==> config.mk <==
export PLATFORM = sky130hd
export DESIGN_NAME = dds_tone_meas_flat
export DESIGN_NICKNAME = d
export VERILOG_FILES = /design/src/rtl/dds_tone_meas_pkg.sv /design/src/rtl/dds_tone_meas_if.sv /design/src/rtl/dds_tone_meas_xing_det.sv /design/src/rtl/dds_tone_meas.sv /design/src/flat_wrapper.sv
export SDC_FILE = /design/constraint.sdc
export NUM_CORES = 1
export LEC_CHECK = 0
export BUFFER_PORTS_ARGS = -buffer_cell sky130_fd_sc_hd__buf_4
export CORE_UTILIZATION = 45
export CTS_CLUSTER_DIAMETER = 200
export DETAILED_ROUTE_END_ITERATION = 10
export GPL_TIMING_DRIVEN = 0
export PLACE_DENSITY = 0.68
export SLEW_MARGIN = 20
export SYNTH_ARGS = -nofsm -noshare
export SYNTH_HDL_FRONTEND = slang
export SYNTH_SLANG_ARGS = --single-unit
==> constraint.sdc <==
create_clock -name clk -period 6.1 [get_ports clk]
set_clock_uncertainty 0.1 [all_clocks]
set_input_delay 0.61 -clock clk [delete_from_list [all_inputs] [get_ports clk]]
set_output_delay 0.61 -clock clk [all_outputs]
set_load 0.1 [all_outputs]
==> src/rtl/dds_tone_meas_pkg.sv <==
// rtl/dds_tone_meas_pkg.sv - shared constants and state encodings for the DDS tone meter
package dds_tone_meas_pkg;

    localparam int DW_DEF        = 8;
    localparam int ACC_W_DEF     = 8;
    localparam int GATE_LOG2_DEF = 2;
    localparam int HYST_DEF      = 16;
    localparam int MID_DEF       = 1 << (DW_DEF - 1);

    typedef enum logic [1:0] {
        ST_IDLE,
        ST_ACQ,
        ST_REPORT
    } meas_state_t;

    typedef enum logic {
        DET_LO,
        DET_HI
    } det_state_t;

    // Gate length in valid samples for a given accumulator width and gate exponent.
    function automatic int gate_len(input int acc_w, input int gate_log2);
        return 1 << (acc_w + gate_log2);
    endfunction

endpackage

==> src/rtl/dds_tone_meas_if.sv <==
// rtl/dds_tone_meas_if.sv - sample input and measurement output bundle
interface dds_tone_meas_if
    import dds_tone_meas_pkg::*;
#(
    parameter int DW    = DW_DEF,
    parameter int ACC_W = ACC_W_DEF
);
    logic             sample_vld;
    logic [DW-1:0]    sample;
    logic [ACC_W-1:0] frq_est;
    logic [ACC_W-1:0] pha_est;
    logic             meas_vld;
    logic             locked;

    modport master (
        output sample_vld, sample,
        input  frq_est, pha_est, meas_vld, locked
    );

    modport slave (
        input  sample_vld, sample,
        output frq_est, pha_est, meas_vld, locked
    );
endinterface

==> src/rtl/dds_tone_meas_xing_det.sv <==
// rtl/dds_tone_meas_xing_det.sv - hysteresis rising-crossing detector about mid-scale
module dds_tone_meas_xing_det
    import dds_tone_meas_pkg::*;
#(
    parameter int DW   = DW_DEF,
    parameter int HYST = HYST_DEF
) (
    input  logic          clk,
    input  logic          rst,
    input  logic          sample_vld,
    input  logic [DW-1:0] sample,
    output logic          xing,
    output logic          det_lo
);
    localparam int            MID   = 1 << (DW - 1);
    localparam logic [DW-1:0] HI_TH = DW'(MID + HYST);
    localparam logic [DW-1:0] LO_TH = DW'(MID - HYST);

    det_state_t state;

    // The pulse is combinational so the counter logic sees it in the same cycle as the sample.
    always_comb begin
        xing   = sample_vld && (state == DET_LO) && (sample >= HI_TH);
        det_lo = (state == DET_LO);
    end

    always_ff @(posedge clk) begin
        if (rst) begin
            state <= DET_LO;
        end else if (sample_vld) begin
            if (state == DET_LO && sample >= HI_TH) begin
                state <= DET_HI;
            end else if (state == DET_HI && sample <= LO_TH) begin
                state <= DET_LO;
            end
        end
    end
endmodule

==> src/rtl/dds_tone_meas.sv <==
// rtl/dds_tone_meas.sv - recovers the DDS frequency word and first-crossing phase per gate
module dds_tone_meas
    import dds_tone_meas_pkg::*;
#(
    parameter int DW        = DW_DEF,
    parameter int ACC_W     = ACC_W_DEF,
    parameter int GATE_LOG2 = GATE_LOG2_DEF,
    parameter int HYST      = HYST_DEF
) (
    input  logic            clk,
    input  logic            rst,
    dds_tone_meas_if.slave  bus
);
    localparam int                SCNT_W = ACC_W + GATE_LOG2;
    localparam logic [SCNT_W-1:0] LAST   = SCNT_W'(gate_len(ACC_W, GATE_LOG2) - 1);
    localparam int                RND    = (1 << GATE_LOG2) >> 1;

    logic [DW-1:0]     s_reg;
    logic              v_reg;
    logic              xing;
    logic              det_lo;
    meas_state_t       state;
    logic [SCNT_W-1:0] scnt;
    logic [SCNT_W-1:0] xcnt;
    logic              first_seen;
    logic [ACC_W-1:0]  pha_tmp;
    logic [ACC_W-1:0]  frq_q;
    logic [ACC_W-1:0]  pha_q;
    logic              meas_vld_q;
    logic              locked_q;
    logic [SCNT_W:0]   frq_sum;
    logic [ACC_W-1:0]  frq_new;

    always_ff @(posedge clk) begin
        if (rst) begin
            s_reg <= '0;
            v_reg <= 1'b0;
        end else begin
            s_reg <= bus.sample;
            v_reg <= bus.sample_vld;
        end
    end

    dds_tone_meas_xing_det #(
        .DW   (DW),
        .HYST (HYST)
    ) u_det (
        .clk        (clk),
        .rst        (rst),
        .sample_vld (v_reg),
        .sample     (s_reg),
        .xing       (xing),
        .det_lo     (det_lo)
    );

    // Rounded crossings-per-period; xcnt never exceeds G/2, so the sum cannot overflow.
    always_comb begin
        frq_sum = {1'b0, xcnt} + (SCNT_W + 1)'(RND);
        frq_new = ACC_W'(frq_sum >> GATE_LOG2);
    end

    always_ff @(posedge clk) begin
        if (rst) begin
            state      <= ST_IDLE;
            scnt       <= '0;
            xcnt       <= '0;
            first_seen <= 1'b0;
            pha_tmp    <= '0;
            frq_q      <= '0;
            pha_q      <= '0;
            meas_vld_q <= 1'b0;
            locked_q   <= 1'b0;
        end else begin
            meas_vld_q <= 1'b0;
            case (state)
                ST_IDLE: begin
                    if (det_lo) begin
                        scnt       <= '0;
                        xcnt       <= '0;
                        first_seen <= 1'b0;
                        state      <= ST_ACQ;
                    end
                end
                ST_ACQ: begin
                    if (v_reg) begin
                        scnt <= scnt + SCNT_W'(1);
                        if (scnt == LAST) begin
                            state <= ST_REPORT;
                        end
                    end
                    if (xing) begin
                        xcnt <= xcnt + SCNT_W'(1);
                        if (!first_seen) begin
                            pha_tmp    <= scnt[ACC_W-1:0];
                            first_seen <= 1'b1;
                        end
                    end
                end
                ST_REPORT: begin
                    frq_q      <= frq_new;
                    pha_q      <= first_seen ? pha_tmp : '0;
                    meas_vld_q <= 1'b1;
                    locked_q   <= (frq_new == frq_q) && (frq_new != '0);
                    // The sample arriving now is index 0 of the next gate and must not be dropped.
                    xcnt       <= xing ? SCNT_W'(1) : '0;
                    first_seen <= xing;
                    if (xing) begin
                        pha_tmp <= scnt[ACC_W-1:0];
                    end
                    if (v_reg) begin
                        scnt <= scnt + SCNT_W'(1);
                    end
                    state <= ST_ACQ;
                end
                default: state <= ST_IDLE;
            endcase
        end
    end

    assign bus.frq_est  = frq_q;
    assign bus.pha_est  = pha_q;
    assign bus.meas_vld = meas_vld_q;
    assign bus.locked   = locked_q;
endmodule

==> src/flat_wrapper.sv <==
// flat-port wrapper written by rule: the top's interface ports become plain ports
module dds_tone_meas_flat import dds_tone_meas_pkg::*;
#(
    parameter int DW        = DW_DEF,
    parameter int ACC_W     = ACC_W_DEF,
    parameter int GATE_LOG2 = GATE_LOG2_DEF,
    parameter int HYST      = HYST_DEF
)
  (clk, rst, bus_sample_vld, bus_sample, bus_frq_est, bus_pha_est, bus_meas_vld, bus_locked);
  dds_tone_meas_if #(.DW(DW), .ACC_W(ACC_W)) bus_i ();
  input  logic clk;
  input  logic rst;
  input wire logic [$bits(bus_i.sample_vld)-1:0] bus_sample_vld;
  input wire logic [$bits(bus_i.sample)-1:0] bus_sample;
  output wire logic [$bits(bus_i.frq_est)-1:0] bus_frq_est;
  output wire logic [$bits(bus_i.pha_est)-1:0] bus_pha_est;
  output wire logic [$bits(bus_i.meas_vld)-1:0] bus_meas_vld;
  output wire logic [$bits(bus_i.locked)-1:0] bus_locked;
  assign bus_i.sample_vld = bus_sample_vld;
  assign bus_i.sample = bus_sample;
  assign bus_frq_est = bus_i.frq_est;
  assign bus_pha_est = bus_i.pha_est;
  assign bus_meas_vld = bus_i.meas_vld;
  assign bus_locked = bus_i.locked;
  dds_tone_meas #(.DW(DW), .ACC_W(ACC_W), .GATE_LOG2(GATE_LOG2), .HYST(HYST)) u_core (.clk(clk), .rst(rst), .bus(bus_i));
endmodule
==> impl_metrics.py, run 1 <==
metrics = {
    "cells_and_area": {
        "reg_top3": "u_core.scnt x10, u_core.xcnt x10",
        "design_area_sq_um": 3140,
        "fin_util_pct": 56.0,
        "nNetsFinal": 362,
        "syn2layout_area_growth_pct": 17.2,
        "diodes": 0,
        "drive_above_1_share_pct": 14.4,
        "stdcell_count": 419,
    },
    "yosys": {
        "ys_seq_area_share_pct": 44.1,
        "syn_inst": 304,
        "yosysTopAreaCell": "dfxtp_1",
        "syn_nets": 323,
        "synth_cell_type_count": 43,
        "synth-main-ff-cell": "dfxtp_1",
        "synth_adder_area_share_pct": 3.73,
        "synthTopCellsByArea": "dfxtp_1 44%, xor2_1 6.9%, nor2_1 6.2%",
        "synthSimpleGateAreaFrac_pct": 23.5,
        "async_flop_share_pct": 0,
        "synth-edff-count": 0,
        "yosysWarnings": 0,
        "synth.most_common_cell": "dfxtp_1",
        "synth_compound_area_share_pct": 12.4,
        "postSynthAreaPerCell_sq_um": 8.82,
        "synth_xor_area_share_pct": 9.15,
        "synth.top_cell.area_share_pct": 44.1,
        "synth_common_cells": "59 x dfxtp_1, 44 x nor2_1, 21 x xor2_1",
        "synth_area_sq_um": 2680,
        "synth_mux_area_share_pct": 3.41,
        "synth_top_family_by_area": "simple AND/OR/NAND/NOR gates",
        "synth-seq-cells": 59,
    },
    "setup_path": {
        "slowest_stage": "dfxtp_1",
        "rr_startpoint": "u_core.state[0]",
        "critPathLaunchType": "register",
        "critical_path.cell_chain": "inv_1, ha_1, clkbuf_1, o21a_1, o21a_1, buf_4, a21o_1, o32ai_1, a22o_1",
        "cp-startpoint": "u_core.state[0]",
        "reg2regPathDepth": 9,
        "worstSetupPathType": "reg2reg",
        "cpMostUsedCell": "o21a_1",
        "cpPeakStageDelay_ps": 380,
        "endpoint_kind": "register",
        "crit_path_max_fanout": 10,
        "regToRegEndpoint": "u_core.xcnt[4]",
        "arrival_ps": 2580,
        "rrSetupSlack_ps": 3640,
        "required_ps": 6230,
        "cp-endpoint": "u_core.xcnt[4]",
    },
    "global_routing": {
        "busiest_layer": "met2",
        "grt-ovfl-total": 0,
        "met2_usage_pct": 30.6,
        "grt_use_met3_pct": 7.47,
        "grt_pass1_wl_um": 9650,
        "antenna_found_initial": 0,
        "grt_use_total_pct": 20.1,
        "use_met1_pct": 26.0,
        "first_global_vias": 2083,
        "grt_max_degree": 11,
    },
    "run_status": {
        "status": "completed",
    },
    "sta": {
        "worst_slew_pin_slew_ps": 581,
        "rsz0062_at_grt": "false",
        "fin_crit_sh_pct": 40.3,
        "finalSetupTns_ps": 0,
        "slew_viol_final": 0,
        "maxSlewHeadroom_pct": 61.1,
        "fmax_mhz": 407,
        "period_needed_ps": 2460,
        "finalHoldViolCount": 0,
        "setup_viol": 0,
    },
    "clocking": {
        "clock_latency_ps": 330,
        "cts_buffers": 9,
        "cts_max_path_buffers": 2,
        "hold_buffers": 0,
        "cts_resized": 0,
        "tritoncts": "yes",
        "clk_pin_slew_ps": 70,
        "postCtsSetupRepairBufs": 0,
        "htree_levels": 3,
        "root_buffer": "clkbuf_8",
        "cts.sinks": 59,
    },
    "place": {
        "place_congestion": 0.797,
        "placed_area_sq_um": 2980,
        "place_hpwl_um": 4090,
        "dpl.cell_count": 404,
        "portBuffers": 28,
    },
    "pwr": {
        "finalPower_mw": 0.750,
        "ir_drop_mv": 0.168,
        "power_density_nw_per_um2": 239,
        "p_leak_nw": 1.21,
    },
    "floorplanning": {
        "core_sq_um": 5610,
        "top_level_ports": 29,
        "dieArea_sq_um": 6270,
        "row_count": 27,
        "die_w_um": 79.2,
        "start_util_pct": 47.8,
        "die_y_um": 79.2,
    },
    "worst_hold_path": {
        "worst_hold_path_type": "reg2reg",
    },
    "route": {
        "drt-vias-per-instance": 5.25,
        "ant_nets": 0,
        "first_pass_iters": 4,
        "drcViolationCount": 0,
        "routed-via-count": 2200,
        "drt-initial-drc-count": 128,
        "drt-total-wl_um": 5620,
        "avgRoutedWirePerCell_um": 13.4,
    },
    "run": {
        "timing.max_cap.violations": 0,
    },
}
## power breakdown
part           switching (mW)  internal [mW]
clock                   0.144          0.154
combinational          0.0368         0.0212
sequential            0.00365          0.390
## layout by cell type (no fill, tap or decap), drive strengths merged, types with 5 or more instances in the layout
master	n
dfxtp	59
nor2	44
buf	34
clkbuf	23
xor2	21
nand3	19
nand2	17
a21oi	16
nor2b	11
nand4	10
nand2b	9
a211oi	9
mux2i	8
ha	8
o21ai	8
xnor2	7
inv	6
nor3	5
## kinds of logic after synthesis
logic type                 Yosys count
muxes                                9
DFF                                 59
xor gates and xnor gates            28
and+or+nand+nor                    126
buffers and inverters               23
AOI/OAI and AO/OA                   51
adders and majority gates            8
## through the flow
step,setup WS [ps],hold slack (ps)
after floorplan,4020,355
after global placement,3720,341
after detailed placement,3670,342
after CTS,3660,345
after global routing,3500,340
final,3640,346
## routing by layer
metal,up-vias,share of wire [%]
met2,49,44
met5,-,0
met3,9,6.1
met1,1016,49
met4,0,1.3
li1,1126,-
## worst min path at each step
stage	from	to	cells past startpoint
after floorplan	u_core.pha_tmp[1]	u_core.pha_tmp[1]	2
after global placement	u_core.bus.locked	u_core.bus.locked	2
after detailed placement	u_core.bus.locked	u_core.bus.locked	2
after CTS	rst	u_core.bus.meas_vld	2
after global routing	rst	u_core.bus.meas_vld	2
final	u_core.bus.locked	u_core.bus.locked	2
## critical path: cells and delay by family (launching register included)
family | cells | cell delay, ps
compound gates | 5 | 970
fa+ha+maj | 1 | 300
buf+inv | 3 | 620
flops | 1 | 380
## area by class of cell
| cell class | count | area, sq um |
|---|---|---|
| Sequential cell | 59 | 1180 |
| Clock buffer | 12 | 145 |
| Clock inverter | 3 | 15.0 |
| Multi-Input combinational cell | 222 | 1400 |
| Fill cell | 532 | 2470 |
| Buffer | 17 | 78.8 |
| Timing Repair Buffer | 28 | 210 |
| Inverter | 6 | 22.5 |
| Tap cell | 72 | 90.1 |
Note: power is estimated with default switching activity, not from simulation.
==> inputs of run 2 (changes only) <==
- PLACE_DENSITY: 0.68 -> 0.7
- clock period: 6.1 -> 2.1 ns (I/O delays scaled with it)
==> run 2 against run 1 <==
  * Combinational power rose to 3.6 times the previous value
  * Sequential share of layout area down 2.3 points
  * Critical path depth unchanged
  * Via count up 2.2%
  * Critical path type unchanged
  * Clock power rose to 4.0 times the previous value
  * Largest cell class unchanged
  * Die area unchanged
  * Wire length up 6.9%
  * Non-clock buffer count up 11
  * Sequential power rose to 2.9 times the previous value
  * Core utilization up 3.9 points
  * Cell count up 2.9%
  * Highest routed layer unchanged
  * Total power rose to 3.4 times the previous value
==> impl_metrics.py, run 2 (same netlist as run 1, synthesis figures left out) <==
metrics = {
    "pwr": {
        "ir_drop_mv": 0.475,
        "finalPower_mw": 2.53,
        "p_leak_nw": 1.30,
        "power_density_nw_per_um2": 754,
    },
    "sta": {
        "rsz0062_at_grt": "true",
        "setup_viol": 0,
        "fin_crit_sh_pct": 99.0,
        "maxSlewHeadroom_pct": 59.7,
        "worst_slew_pin_slew_ps": 603,
        "hold_ws_ps": 5.66,
        "finalSetupTns_ps": 0,
        "slew_viol_final": 0,
        "finalHoldViolCount": 0,
        "setup_slack_ps": 21.9,
        "fmax_mhz": 481,
        "period_needed_ps": 2080,
    },
    "route": {
        "first_pass_iters": 4,
        "avgRoutedWirePerCell_um": 13.9,
        "routed-via-count": 2248,
        "drcViolationCount": 0,
        "ant_nets": 0,
        "drt-total-wl_um": 6010,
        "drt-initial-drc-count": 101,
        "drt-vias-per-instance": 5.22,
    },
    "clocking": {
        "tritoncts": "yes",
        "cts_max_path_buffers": 2,
        "root_buffer": "clkbuf_8",
        "clk_pin_slew_ps": 60,
        "clock_latency_ps": 340,
        "cts_buffers": 9,
        "htree_levels": 3,
        "cts.sinks": 59,
    },
    "floorplanning": {
        "die_w_um": 79.2,
        "core_sq_um": 5610,
        "dieArea_sq_um": 6270,
        "die_y_um": 79.2,
        "start_util_pct": 47.8,
        "row_count": 27,
        "top_level_ports": 29,
    },
    "place": {
        "portBuffers": 28,
        "dp_slack_ps": -318,
        "place_congestion": 0.799,
        "place_hpwl_um": 4040,
    },
    "setup_path": {
        "worstSetupPathType": "reg2reg",
        "slowest_stage": "dfxtp_2",
        "critical_path.cell_chain": "inv_1, ha_4, clkbuf_8, o21a_1, o21a_1, buf_6, nand3_2, or3_1, a21oi_1",
        "critPathLaunchType": "register",
        "crit_path_max_fanout": 10,
        "cpPeakStageDelay_ps": 360,
        "arrival_ps": 2250,
        "cpMostUsedCell": "o21a_1",
        "endpoint_kind": "register",
        "required_ps": 2270,
    },
    "run": {
        "timing.max_cap.violations": 0,
    },
    "cells_and_area": {
        "fill_cells": 511,
        "drive_above_1_share_pct": 17.5,
        "nNetsFinal": 373,
        "layout_commonest_cell": "dfxtp_1",
        "diodes": 0,
        "reg_top3": "u_core.scnt x10, u_core.xcnt x10",
        "multiInputGateArea_sq_um": 1420,
        "final_cell_mix": "57 x dfxtp_1, 44 x nor2_1, 31 x buf_4",
        "syn2layout_area_growth_pct": 25.2,
        "seqCellArea_sq_um": 1180,
    },
    "global_routing": {
        "grt_use_total_pct": 21.3,
        "grt_max_degree": 11,
        "grt-ovfl-total": 0,
        "antenna_found_initial": 0,
        "first_global_vias": 2220,
        "grt_pass1_wl_um": 10100,
    },
    "worst_hold_path": {
        "worst_hold_path_type": "in2reg",
    },
    "run_status": {
        "status": "completed",
    },
}
-- run 2: changes by cell type in the layout (fill, tap and decap cells not counted), moves of 2 or more --
cell and change:
dlygate4sd3_1 +9, clkinv_2 -2, buf_4 +2, clkbuf_8 +2
dfxtp_1 -2, bufinv_16 +2, dfxtp_2 +2, clkbuf_1 -4
-- run 2: worst paths after layout --
path	cells after the start	endpoint	start	slack, ps
worst max-delay path	9	u_core.xcnt[5]	u_core.state[1]	20
worst min-delay path	2	u_core.s_reg[3]	bus_sample[3]	6
worst max register to register	9	u_core.xcnt[5]	u_core.state[1]	20
worst min register to register	2	u_core.bus.locked	u_core.bus.locked	360
-- run 2: stage by stage --
stage | cells | cell area (sq um) | utilization, %
after floorplan | 304 | 2680 | -
after global placement | 404 | 2980 | 53.2
after detailed placement | 404 | 2980 | 53.2
after CTS | 431 | 3340 | 59.6
after global routing | 431 | 3360 | 59.9
final | 431 | 3360 | 59.9
-- run 2: power by group --
| group | internal, mW | switching [mW] |
|---|---|---|
| clock | 0.731 | 0.445 |
| sequential | 1.13 | 0.0113 |
| combinational | 0.0954 | 0.116 |
| total | 1.96 | 0.572 |
-- run 2: per-layer routing --
metal / track usage, % / share of wire [%] / vias to the layer above
met3: 8.05 / 5.3 / 6
met1: 25.4 / 47 / 1035
li1: - / - / 1153
met4: 7.45 / 1.4 / 0
met2: 34.9 / 47 / 54
met5: 0 / 0 / -
-- run 2: layout make-up --
type                       count  share of cell area, %
buffer                        16                   2.68
clock buffer                  12                   4.62
clock inverter                 4                   2.16
inverter                       6                  0.671
multi-input combinational    222                   42.3
sequential                    59                   35.2
tap                           72                   2.68
timing repair buffer          40                   9.61
-- run 2: what timing repair did --
item	CTS	global route
hold buffers	9	0
cloned	0	0
hold endpoints to repair	9	0
pin swaps	1	2
buffers inserted	2	1
resized for setup	8	4
endpoints found under the setup margin	13	10
-- run 2: worst max-delay path, delay by kind of cell, from the launching register on --
family | cells | cell delay [ps]
adder cells (fa/ha/maj) | 1 | 270
buffers and inverters | 3 | 380
flip-flops | 1 | 360
AND/OR/NAND/NOR | 2 | 450
AO/OA/AOI/OAI | 3 | 450
